--- src/rtl/mux8_rr_arbiter.sv ---
// mux8_rr_arbiter
// ---------------
// Round-robin arbiter and select sequencer for an 8:1 multiplexer datapath.
// Eight requesters compete for one shared mux. One requester is granted at a
// time. A programmable hold limit forces the grant to rotate when others are
// waiting. The block also registers the selected data bit.
//
// Parameters:
//   MAX_HOLD  maximum consecutive grant cycles while other requests are
//             pending (0..255). A value of 0 disables the limit.
//
// Ports:
//   clk      in   1  system clock; all state updates on the rising edge
//   rst      in   1  synchronous, active-high reset
//   req      in   8  request vector; req[i] is high while requester i wants the mux
//   d_in     in   8  mux data inputs; d_in[i] belongs to requester i
//   grant    out  8  registered one-hot grant; zero when idle
//   sel      out  3  registered mux select; index of the granted requester
//   busy     out  1  high while a grant is active
//   d_out    out  1  registered d_in[sel]
//   d_valid  out  1  high when d_out holds a sample taken during a grant

module mux8_rr_arbiter #(
  parameter int unsigned MAX_HOLD = 16
) (
  input  logic       clk,
  input  logic       rst,
  input  logic [7:0] req,
  input  logic [7:0] d_in,
  output logic [7:0] grant,
  output logic [2:0] sel,
  output logic       busy,
  output logic       d_out,
  output logic       d_valid
);

  typedef enum logic {
    IDLE,
    GRANT
  } state_t;

  // The hold counter value at which a contended grant must be given up. The
  // comparison is only enabled when a limit is configured.
  localparam logic       HOLD_EN   = (MAX_HOLD != 0);
  localparam logic [7:0] HOLD_LAST = (MAX_HOLD == 0) ? 8'd0 : 8'(MAX_HOLD - 1);

  state_t     state_q, state_d;
  logic [2:0] ptr_q, ptr_d;
  logic [7:0] hold_cnt_q, hold_cnt_d;
  logic [7:0] grant_q, grant_d;
  logic [2:0] sel_q, sel_d;
  logic       busy_q, busy_d;
  logic       d_out_q, d_out_d;
  logic       d_valid_q, d_valid_d;

  logic [7:0] others;
  logic       natural_rel;
  logic       forced_rel;

  // Return the first set bit of v, scanning upward from start and wrapping
  // modulo 8. The loop runs from the farthest offset to the nearest, so the
  // nearest set bit is the last one written and therefore wins.
  function automatic logic [2:0] pick(input logic [7:0] v, input logic [2:0] start);
    logic [2:0] idx;
    pick = start;
    for (int k = 7; k >= 0; k--) begin
      idx = start + 3'(k);
      if (v[idx]) pick = idx;
    end
  endfunction

  // Next-state and output logic. The release check comes before the hold
  // counter update. When a grant is released and another request is
  // pending, the next requester is granted in the same cycle, so no idle
  // cycle appears between grants.
  always_comb begin
    state_d     = state_q;
    ptr_d       = ptr_q;
    hold_cnt_d  = hold_cnt_q;
    grant_d     = grant_q;
    sel_d       = sel_q;
    others      = req & ~grant_q;
    natural_rel = 1'b0;
    forced_rel  = 1'b0;

    case (state_q)
      IDLE: begin
        if (req != 8'h00) begin
          sel_d      = pick(req, ptr_q);
          grant_d    = 8'h01 << sel_d;
          hold_cnt_d = 8'h00;
          state_d    = GRANT;
        end
      end

      GRANT: begin
        natural_rel = ~req[sel_q];
        forced_rel  = HOLD_EN && (hold_cnt_q == HOLD_LAST) && (others != 8'h00);
        if (natural_rel || forced_rel) begin
          ptr_d      = sel_q + 3'd1;
          hold_cnt_d = 8'h00;
          if (others != 8'h00) begin
            sel_d   = pick(others, sel_q + 3'd1);
            grant_d = 8'h01 << sel_d;
          end else begin
            state_d = IDLE;
            grant_d = 8'h00;
            sel_d   = 3'd0;
          end
        end else if (hold_cnt_q != 8'hFF) begin
          hold_cnt_d = hold_cnt_q + 8'd1;
        end
      end

      default: state_d = IDLE;
    endcase

    busy_d = (state_d == GRANT);
  end

  // The data path samples the currently selected input while a grant is
  // active. d_valid trails busy by one cycle, so the last sample taken in a
  // grant is still flagged valid after that grant ends.
  always_comb begin
    d_valid_d = busy_q;
    d_out_d   = busy_q ? d_in[sel_q] : d_out_q;
  end

  // State register. The synchronous reset takes priority over everything,
  // including a grant in progress.
  always_ff @(posedge clk) begin
    if (rst) begin
      state_q    <= IDLE;
      ptr_q      <= 3'd0;
      hold_cnt_q <= 8'h00;
      grant_q    <= 8'h00;
      sel_q      <= 3'd0;
      busy_q     <= 1'b0;
      d_out_q    <= 1'b0;
      d_valid_q  <= 1'b0;
    end else begin
      state_q    <= state_d;
      ptr_q      <= ptr_d;
      hold_cnt_q <= hold_cnt_d;
      grant_q    <= grant_d;
      sel_q      <= sel_d;
      busy_q     <= busy_d;
      d_out_q    <= d_out_d;
      d_valid_q  <= d_valid_d;
    end
  end

  assign grant   = grant_q;
  assign sel     = sel_q;
  assign busy    = busy_q;
  assign d_out   = d_out_q;
  assign d_valid = d_valid_q;

endmodule

--- config.mk ---
export PLATFORM = sky130hd
export DESIGN_NAME = mux8_rr_arbiter
export DESIGN_NICKNAME = d
export VERILOG_FILES = /design/src/rtl/mux8_rr_arbiter.sv
export SDC_FILE = /design/constraint.sdc
export NUM_CORES = 1
export LEC_CHECK = 0
export ABC_AREA = 1
export BUFFER_PORTS_ARGS = -buffer_cell sky130_fd_sc_hd__buf_2
export CAP_MARGIN = 30
export CORE_UTILIZATION = 35
export CTS_BUF_LIST = sky130_fd_sc_hd__clkbuf_8
export DETAILED_ROUTE_END_ITERATION = 8
export PLACE_DENSITY = 0.5
export SYNTH_ARGS = -nofsm -noshare
export SYNTH_HDL_FRONTEND = slang
export SYNTH_SLANG_ARGS = --single-unit
--- constraint.sdc ---
create_clock -name clk -period 3.3 [get_ports clk]
set_input_delay 0.495 -clock clk [delete_from_list [all_inputs] [get_ports clk]]
set_output_delay 0.495 -clock clk [all_outputs]
set_load 0.05 [all_outputs]
Word level (Yosys, flattened, before mapping)
Index checks and enable logic that the tools add are counted.

Register bits after elaboration: 25. Bits of input ports: 18. Word-level logic and storage cells: 131. Output and inout bits: 14.

Reductions and logical operators: 7. $add $sub $neg: 16. Bitwise operators: 4. Magnitude comparators: 17. Equal/unequal tests: 5. Mux-type cells: 73. Shifts and indexed selects: 2.

Operator list (count): 2-to-1 mux 3 bit (24); < comparator 3 x 4 -> 1 bit, second input constant (17); binary-select mux 1 bit (select 3 bit) (18); 2-to-1 mux 8 bit (6); one-hot mux 8 bit (2 select lines) (2); adder 3 bit, second input constant (8); 2-to-1 mux 1 bit (21); nonzero test 8 bit (2); << shifter 1 x 3 -> 8 bit, first input constant (2); adder 3 x 2 -> 3 bit, second input constant (4); adder 3 x 1 -> 3 bit, second input constant (3); adder 8 x 1 -> 8 bit, second input constant (1); AND 8 bit (1); == test 8 x 4 -> 1 bit, second input constant (1); != test 8 bit, second input constant (1); NOT 8 bit (1); one-hot mux 3 bit (2 select lines) (1); AND reduction 2 bit (3); != test 3 x 1 -> 1 bit, second input constant (1); != test 2 x 1 -> 1 bit, second input constant (1); != test 2 bit, second input constant (1); NOT 1 bit (2); one-hot mux 1 bit (2 select lines) (1); logical AND 1 bit (1); logical OR 1 bit (1).

Logic depth before layout (Yosys ltp)
Gate-level depths: netlist of the first run.

Depth after elaboration: 19. Gate-level depth with buffers: 24. Gate-level depth less buffers: 22.

Worst setup path before layout of the first run
Ideal clock, no wire load.

Path kind: register to register. Start point: reg sel_q[0], in the netlist sel[0]. End point: reg grant_q[2], in the netlist grant[2]. Setup slack: 622 ps. Stages on the path, launching flop included: 21. Buffers on the path: 1. Period minus slack after synthesis: 2678 ps. Arrival: 2608 ps. Required time: 3230 ps. Cell sequence: dfxtp_1 > inv_2 > buf_2 > ha_1 > inv_4 > nand2_2 > nand2_4 > nand3_1 > nand3_2 > nand2_1 > inv_1 > nand2_1 > nand2_1 > nand2_1 > nand2_1 > nand2_1 > nand2_1 > nand2_2 > a21oi_1 > nand3_1 > a21oi_1.

Word-level cells in the longest chain between the ends: 19. Elaborated cells between the ends (all ways): 45.

RTL lines: start: declaration (RTL line 51) `logic [2:0] sel_q, sel_d;`; start signal: assignment (RTL line 146) `sel_q <= sel_d;`; adder 3 x 1 -> 3 bit (RTL line 103) `sel_d = pick(others, sel_q + 3'd1);`; adder 3 bit (RTL line 67) `idx = start + 3'(k);`; binary-select mux 1 bit (select 3 bit) (RTL line 68) `if (v[idx]) pick = idx;`; 2-to-1 mux 1 bit (implied by the code) (RTL line 68); 2-to-1 mux 3 bit (8 in series) (RTL line 68); 2-to-1 mux 3 bit (RTL line 102) `if (others != 8'h00) begin`; 2-to-1 mux 3 bit (RTL line 99) `if (natural_rel || forced_rel) begin`; 2-to-1 mux 3 bit (RTL line 86) `case (state_q)`; << shifter 1 x 3 -> 8 bit (RTL line 104) `grant_d = 8'h01 << sel_d;`; 2-to-1 mux 8 bit (RTL line 102); 2-to-1 mux 8 bit (RTL line 99); one-hot mux 8 bit (2 select lines) (RTL line 86); end signal: assignment (RTL line 145) `grant_q <= grant_d;`; end: declaration (RTL line 50) `logic [7:0] grant_q, grant_d;`.

Parallel ways exist; a longest one is shown, timed or not. The select of a mux whose other input is x is not followed. A chain may end at the register's enable or synchronous reset.

Final worst setup path of the first run
Start point: reg ptr_q[0]. End point: reg grant_q[5], in the netlist grant[5].

Word-level cells in the longest chain between the ends: 16. Elaborated cells between the ends (all ways): 36.

RTL lines: start: declaration (RTL line 48) `logic [2:0] ptr_q, ptr_d;`; start signal: assignment (RTL line 143) `ptr_q <= ptr_d;`; adder 3 bit (RTL line 67); binary-select mux 1 bit (select 3 bit) (RTL line 68); 2-to-1 mux 1 bit (implied by the code) (RTL line 68); 2-to-1 mux 3 bit (7 in series) (RTL line 68); 2-to-1 mux 3 bit (*) (RTL line 68); 2-to-1 mux 3 bit (*) (RTL line 88) `if (req != 8'h00) begin`; 2-to-1 mux 3 bit (*) (RTL line 86); << shifter 1 x 3 -> 8 bit (*) (RTL line 90) `grant_d = 8'h01 << sel_d;`; 2-to-1 mux 8 bit (*) (RTL line 88); one-hot mux 8 bit (2 select lines) (*) (RTL line 86).

Mark *: on every way between the ends. The rest lies on a longest branch, timed or not. The select of a mux whose other input is x is not followed.

==> flow_summary.ini, run 1 <==
[synthesis]
syn_inst = 487
syn-num-nets = 510
synth_seq_cells = 25
ys_seq_area_frac = 0.173
synth_enable_flop_cells = 0
synth.avg_cell_area_um2 = 5.95
synth.distinct_cells = 34
synth_flop_cell = dfxtp_1
synth-async-reset-ratio = 0
synth_warnings = 0
synth_area_mm2 = 0.00290

[critical_path]
startpoint_type = flip-flop
cp-end-kind = flip-flop
critPathArrivalTime_ns = 2.97
crit_fanout = 11
r2r_setup_slack_ns = 0.50
crit_required_ns = 3.46
crit_type = reg2reg

[worst_hold_path]
holdCritPathClass = in2reg

[sta]
setup_viol = 0
worst_pin_slew_ns = 0.767
rsz0062_at_grt = false
slew_headroom = 0.482
fmax_mhz = 357
tns_ns = 0
fin_crit_ns = 2.80
skew_ns = 0.00417
maxSlewViolCount = 0
hold_violations = 0
fin_crit_sh = 0.849

[route]
drc = 0
totalWireLength_um = 8810
ant_nets = 0
wire_per_inst_um = 14.3
viasPerCell = 5.20
vias = 3206
drt_iter0_markers = 234
drt_first_pass_iters = 4

[place]
place_congestion = 0.969
io_buffers = 31
hpwl_um = 7170

[cts]
htree_levels = 1
holdBufCountCts = 0
clockBufferDepth = 2
cts_tree = built
clk_latency_ns = 0.27
numCtsBuffers = 3
cts.sinks = 25
root_buffer = clkbuf_8
cts_setup_buffers = 0
cts.clk_slew.worst_paths_ns = 0.09
cts-resized-gates = 0

[die]
io-pin-count = 32
rows = 32
start_util = 0.369
die_area_mm2 = 0.00865
dieWidth_um = 93.0
coreArea_mm2 = 0.00785
die_h_um = 93.0

[layout]
layout_commonest_cell = nand2_1
drive_gt1_frac = 0.237
area_growth_pct = 9.41
fin_nets = 539
antenna_cells = 0
final_cell_mix = 124 x nand2_1, 74 x nand3_1, 55 x inv_1

[grt]
grt_pass1_wl_um = 14900
grt_overflow_total = 0
antenna_found_initial = 0
grtUsageTotal = 0.216
grt_pass1_vias = 3032
grt_max_degree = 23

[run_status]
status = completed

[flow_run]
maxCapViolCount = 0
final cells by class:
cell class                 count  area, µm²
clock buffer                   3       41.3
multi-input combinational    381       2040
fill                         885       4680
timing repair buffer          36        193
clock inverter                 1       3.75
sequential                    25        500
tap                          102        128
inverter                      69        267
kinds of logic (layout without fill, tap and decap cells):
group / after synthesis / after routing / share of synthesized area
compound gates: 71 / 71 / 0.135
xor+xnor: 2 / 2 / 0.00864
fa+ha+maj: 5 / 5 / 0.0216
buf+inv: 81 / 109 / 0.124
flops: 25 / 25 / 0.173
simple gates: 303 / 303 / 0.538
final timing paths:
check / from / cells after the start / end
max: ptr_q[0]$_SDFFE_PP0P_ / 19 / grant[5]$_SDFFE_PP0P_
min: rst / 2 / d_valid$_SDFF_PP0_
max reg2reg: ptr_q[0]$_SDFFE_PP0P_ / 19 / grant[5]$_SDFFE_PP0P_
min reg2reg: hold_cnt_q[2]$_SDFFE_PP0P_ / 2 / hold_cnt_q[2]$_SDFFE_PP0P_
synthesized netlist by cell type (2+ instances only):
master | n | area share
a211oi_1 | 3 | 0.0078
a21oi_1 | 35 | 0.060
buf_2 | 2 | 0.0035
buf_4 | 4 | 0.010
buf_6 | 4 | 0.016
clkbuf_1 | 2 | 0.0026
dfxtp_1 | 25 | 0.17
ha_1 | 5 | 0.022
inv_1 | 54 | 0.070
inv_2 | 11 | 0.014
inv_4 | 3 | 0.0065
nand2_1 | 124 | 0.16
nand2_2 | 26 | 0.056
nand2_4 | 7 | 0.027
nand3_1 | 74 | 0.13
nand3_2 | 29 | 0.10
nor2_1 | 33 | 0.043
nor2_2 | 2 | 0.0043
nor3_1 | 3 | 0.0052
nor4_1 | 2 | 0.0043
o211ai_2 | 2 | 0.0086
o21ai_0 | 23 | 0.040
o21ai_1 | 2 | 0.0035
o22ai_1 | 2 | 0.0043
registers in the layout, indices dropped and copies added (netlist names):
register and count:
grant 8, hold_cnt_q 8, ptr_q 3, sel 3, busy 1, d_out 1, d_valid 1
routing by layer:
layer	routed length, µm	global-route usage	part of all wire	vias to the layer above
met5	0	0	0	-
met4	102	0.0513	0.012	0
met3	491	0.0179	0.056	10
met2	3970	0.362	0.45	97
met1	4250	0.298	0.48	1440
li1	-	-	-	1659
stage by stage:
stage,std cells,utilization,hold slack (ns),setup WS [ns],instance area [µm²]
detailed placement,613,0.398,0.484,0.541,3130
finish,617,0.404,0.453,0.499,3170
CTS,617,0.404,0.453,0.519,3170
global placement,613,0.398,0.484,0.594,3130
global route,617,0.404,0.463,0.150,3170
floorplan,487,-,0.456,0.622,2900
critical path: stages, from the launching register on:
cell and delay (ns):
dfxtp_1 0.58, inv_4 0.16, ha_1 0.52, inv_2 0.13, nand3_1 0.15, nand3_2 0.09
nand2_1 0.07, nand3_1 0.07, nand2_1 0.06, nand2_1 0.05, nand2_1 0.05, nand2_1 0.04
nand2_1 0.05, nand2_1 0.05, nand2_1 0.05, nand2_1 0.08, nand3_1 0.20, nor2_1 0.08
nor2_1 0.13, a21oi_1 0.08
Power of run 1 is not shown: default switching activity piles up to over one toggle a cycle in this logic, so the estimate is an artifact.
==> inputs of run 2 (changes only) <==
Settings changed: PLACE_DENSITY 0.5 to 0.52.
Clock period 3.3 ns to 2.46 ns, I/O delays scaled along.
==> run 2 against run 1 <==
Against the previous run: core utilization increased by 3.7 points; cell area increased by 9.2%; via count increased by 1.7%; worst setup slack got worse by 0.28 ns; non-clock buffer count increased by 20; cell count increased by 3.2%; sequential share of layout area decreased by 1.1 points.
==> flow_summary.ini, run 2 (synthesized netlist as in run 1, its figures left out) <==
[layout]
final_cell_mix = 120 x nand2_1, 72 x nand3_1, 55 x inv_1
antenna_cells = 0
layout_commonest_cell = nand2_1
fin_nets = 559
design_area_mm2 = 0.00346
drive_gt1_frac = 0.295
area_growth_pct = 19.5
multiInputGateArea_mm2 = 0.00215
n_fill_cell = 889
seqCellArea_um2 = 509

[sta]
hold_violations = 0
rsz0062_at_grt = false
fmax_mhz = 447
slew_headroom = 0.706
worst_pin_slew_ns = 0.437
fin_crit_sh = 0.910
fin_crit_ns = 2.24
worst_slack_ns = 0.223
tns_ns = 0
setup_viol = 0
skew_ns = 0.00195
maxSlewViolCount = 0

[die]
dieWidth_um = 93.0
die_h_um = 93.0
coreArea_mm2 = 0.00785
rows = 32
start_util = 0.369
io-pin-count = 32
die_area_mm2 = 0.00865

[critical_path]
crit_required_ns = 2.68
critPathArrivalTime_ns = 2.46
cp-end-kind = flip-flop
startpoint_type = flip-flop
crit_fanout = 6
crit_type = reg2reg

[route]
ant_nets = 0
vias = 3261
wl_met1_um = 4540
viasPerCell = 5.12
met3_length_um = 356
drc = 0
drt_iter0_markers = 267
met2WireLength_um = 4110
top_layer = met4
drt_first_pass_iters = 5
wire_per_inst_um = 14.3
totalWireLength_um = 9140

[cts]
cts.sinks = 25
cts_tree = built
root_buffer = clkbuf_8
cts.clk_slew.worst_paths_ns = 0.09
numCtsBuffers = 3
clk_latency_ns = 0.27
clockBufferDepth = 2
htree_levels = 1

[grt]
grt_max_degree = 21
grt_overflow_total = 0
grt_pass1_vias = 3055
grt_pass1_wl_um = 15200
grtUsageTotal = 0.219
antenna_found_initial = 0

[run_status]
status = completed

[place]
pre_cts_slack_ns = -0.0247
place_congestion = 0.927
io_buffers = 31
placed_area_mm2 = 0.00323
hpwl_um = 7320

[flow_run]
maxCapViolCount = 0

[worst_hold_path]
holdCritPathClass = in2reg
[run 2: timing repair]
action                                  4_1_cts  5_1_grt
endpoints found under the setup margin        3       11
gates resized for setup                       1       29
buffers inserted                              0        7
gates cloned                                  0        0
pin swaps                                     0       10
hold buffers                                  0        0
[run 2: path summary, 6_finish.rpt]
path                                              endpoint                  startpoint  slack [ns]  cells after the start
worst min-delay path                       busy$_SDFF_PP0_                         rst        0.32                      2
worst min register to register  hold_cnt_q[2]$_SDFFE_PP0P_  hold_cnt_q[2]$_SDFFE_PP0P_        0.50                      2
worst max-delay path                 grant[4]$_SDFFE_PP0P_         sel[0]$_SDFFE_PP0P_        0.22                     21
worst max register to register       grant[4]$_SDFFE_PP0P_         sel[0]$_SDFFE_PP0P_        0.22                     21
[run 2: critical path, stage by stage (launching register included)]
cell and delay (ns):
dfxtp_4 0.39, inv_2 0.06, ha_4 0.32, buf_4 0.15, nand3_1 0.07, nand2_1 0.09
nand3_1 0.11, nand2_2 0.10, inv_2 0.04, nand2_1 0.04, nand2_1 0.04, nand2_1 0.05
nand2_1 0.04, nand2_1 0.08, nand2_2 0.07, nand2_1 0.07, nand2_2 0.06, nand2_4 0.09
nand3_2 0.07, nor2_1 0.10, nor2_1 0.06, nor2_1 0.07
[run 2: layout make-up]
| type | instances | share of cell area |
|---|---|---|
| clock buffers | 3 | 0.0119 |
| multi-input cells | 381 | 0.621 |
| clock inverters | 1 | 0.00108 |
| well taps | 102 | 0.0369 |
| flip-flops and latches | 25 | 0.147 |
| inverters | 69 | 0.0784 |
| repair buffers | 56 | 0.103 |
[run 2: metrics by stage]
stage / std cells / util / hold WS [ns]
2_1_floorplan: 487 / - / 0.438
3_3_place_gp: 626 / 0.411 / 0.481
3_5_place_dp: 626 / 0.411 / 0.486
4_1_cts: 630 / 0.417 / 0.326
5_1_grt: 637 / 0.441 / 0.344
6_report: 637 / 0.441 / 0.323
[run 2: per-layer routing]
layer | up-vias | track usage
met1 | 1484 | 0.310
met5 | - | 0
met3 | 11 | 0.0138
met2 | 78 | 0.361
li1 | 1688 | -
met4 | 0 | 0.0513
Power of run 2 is left out for the same reason.
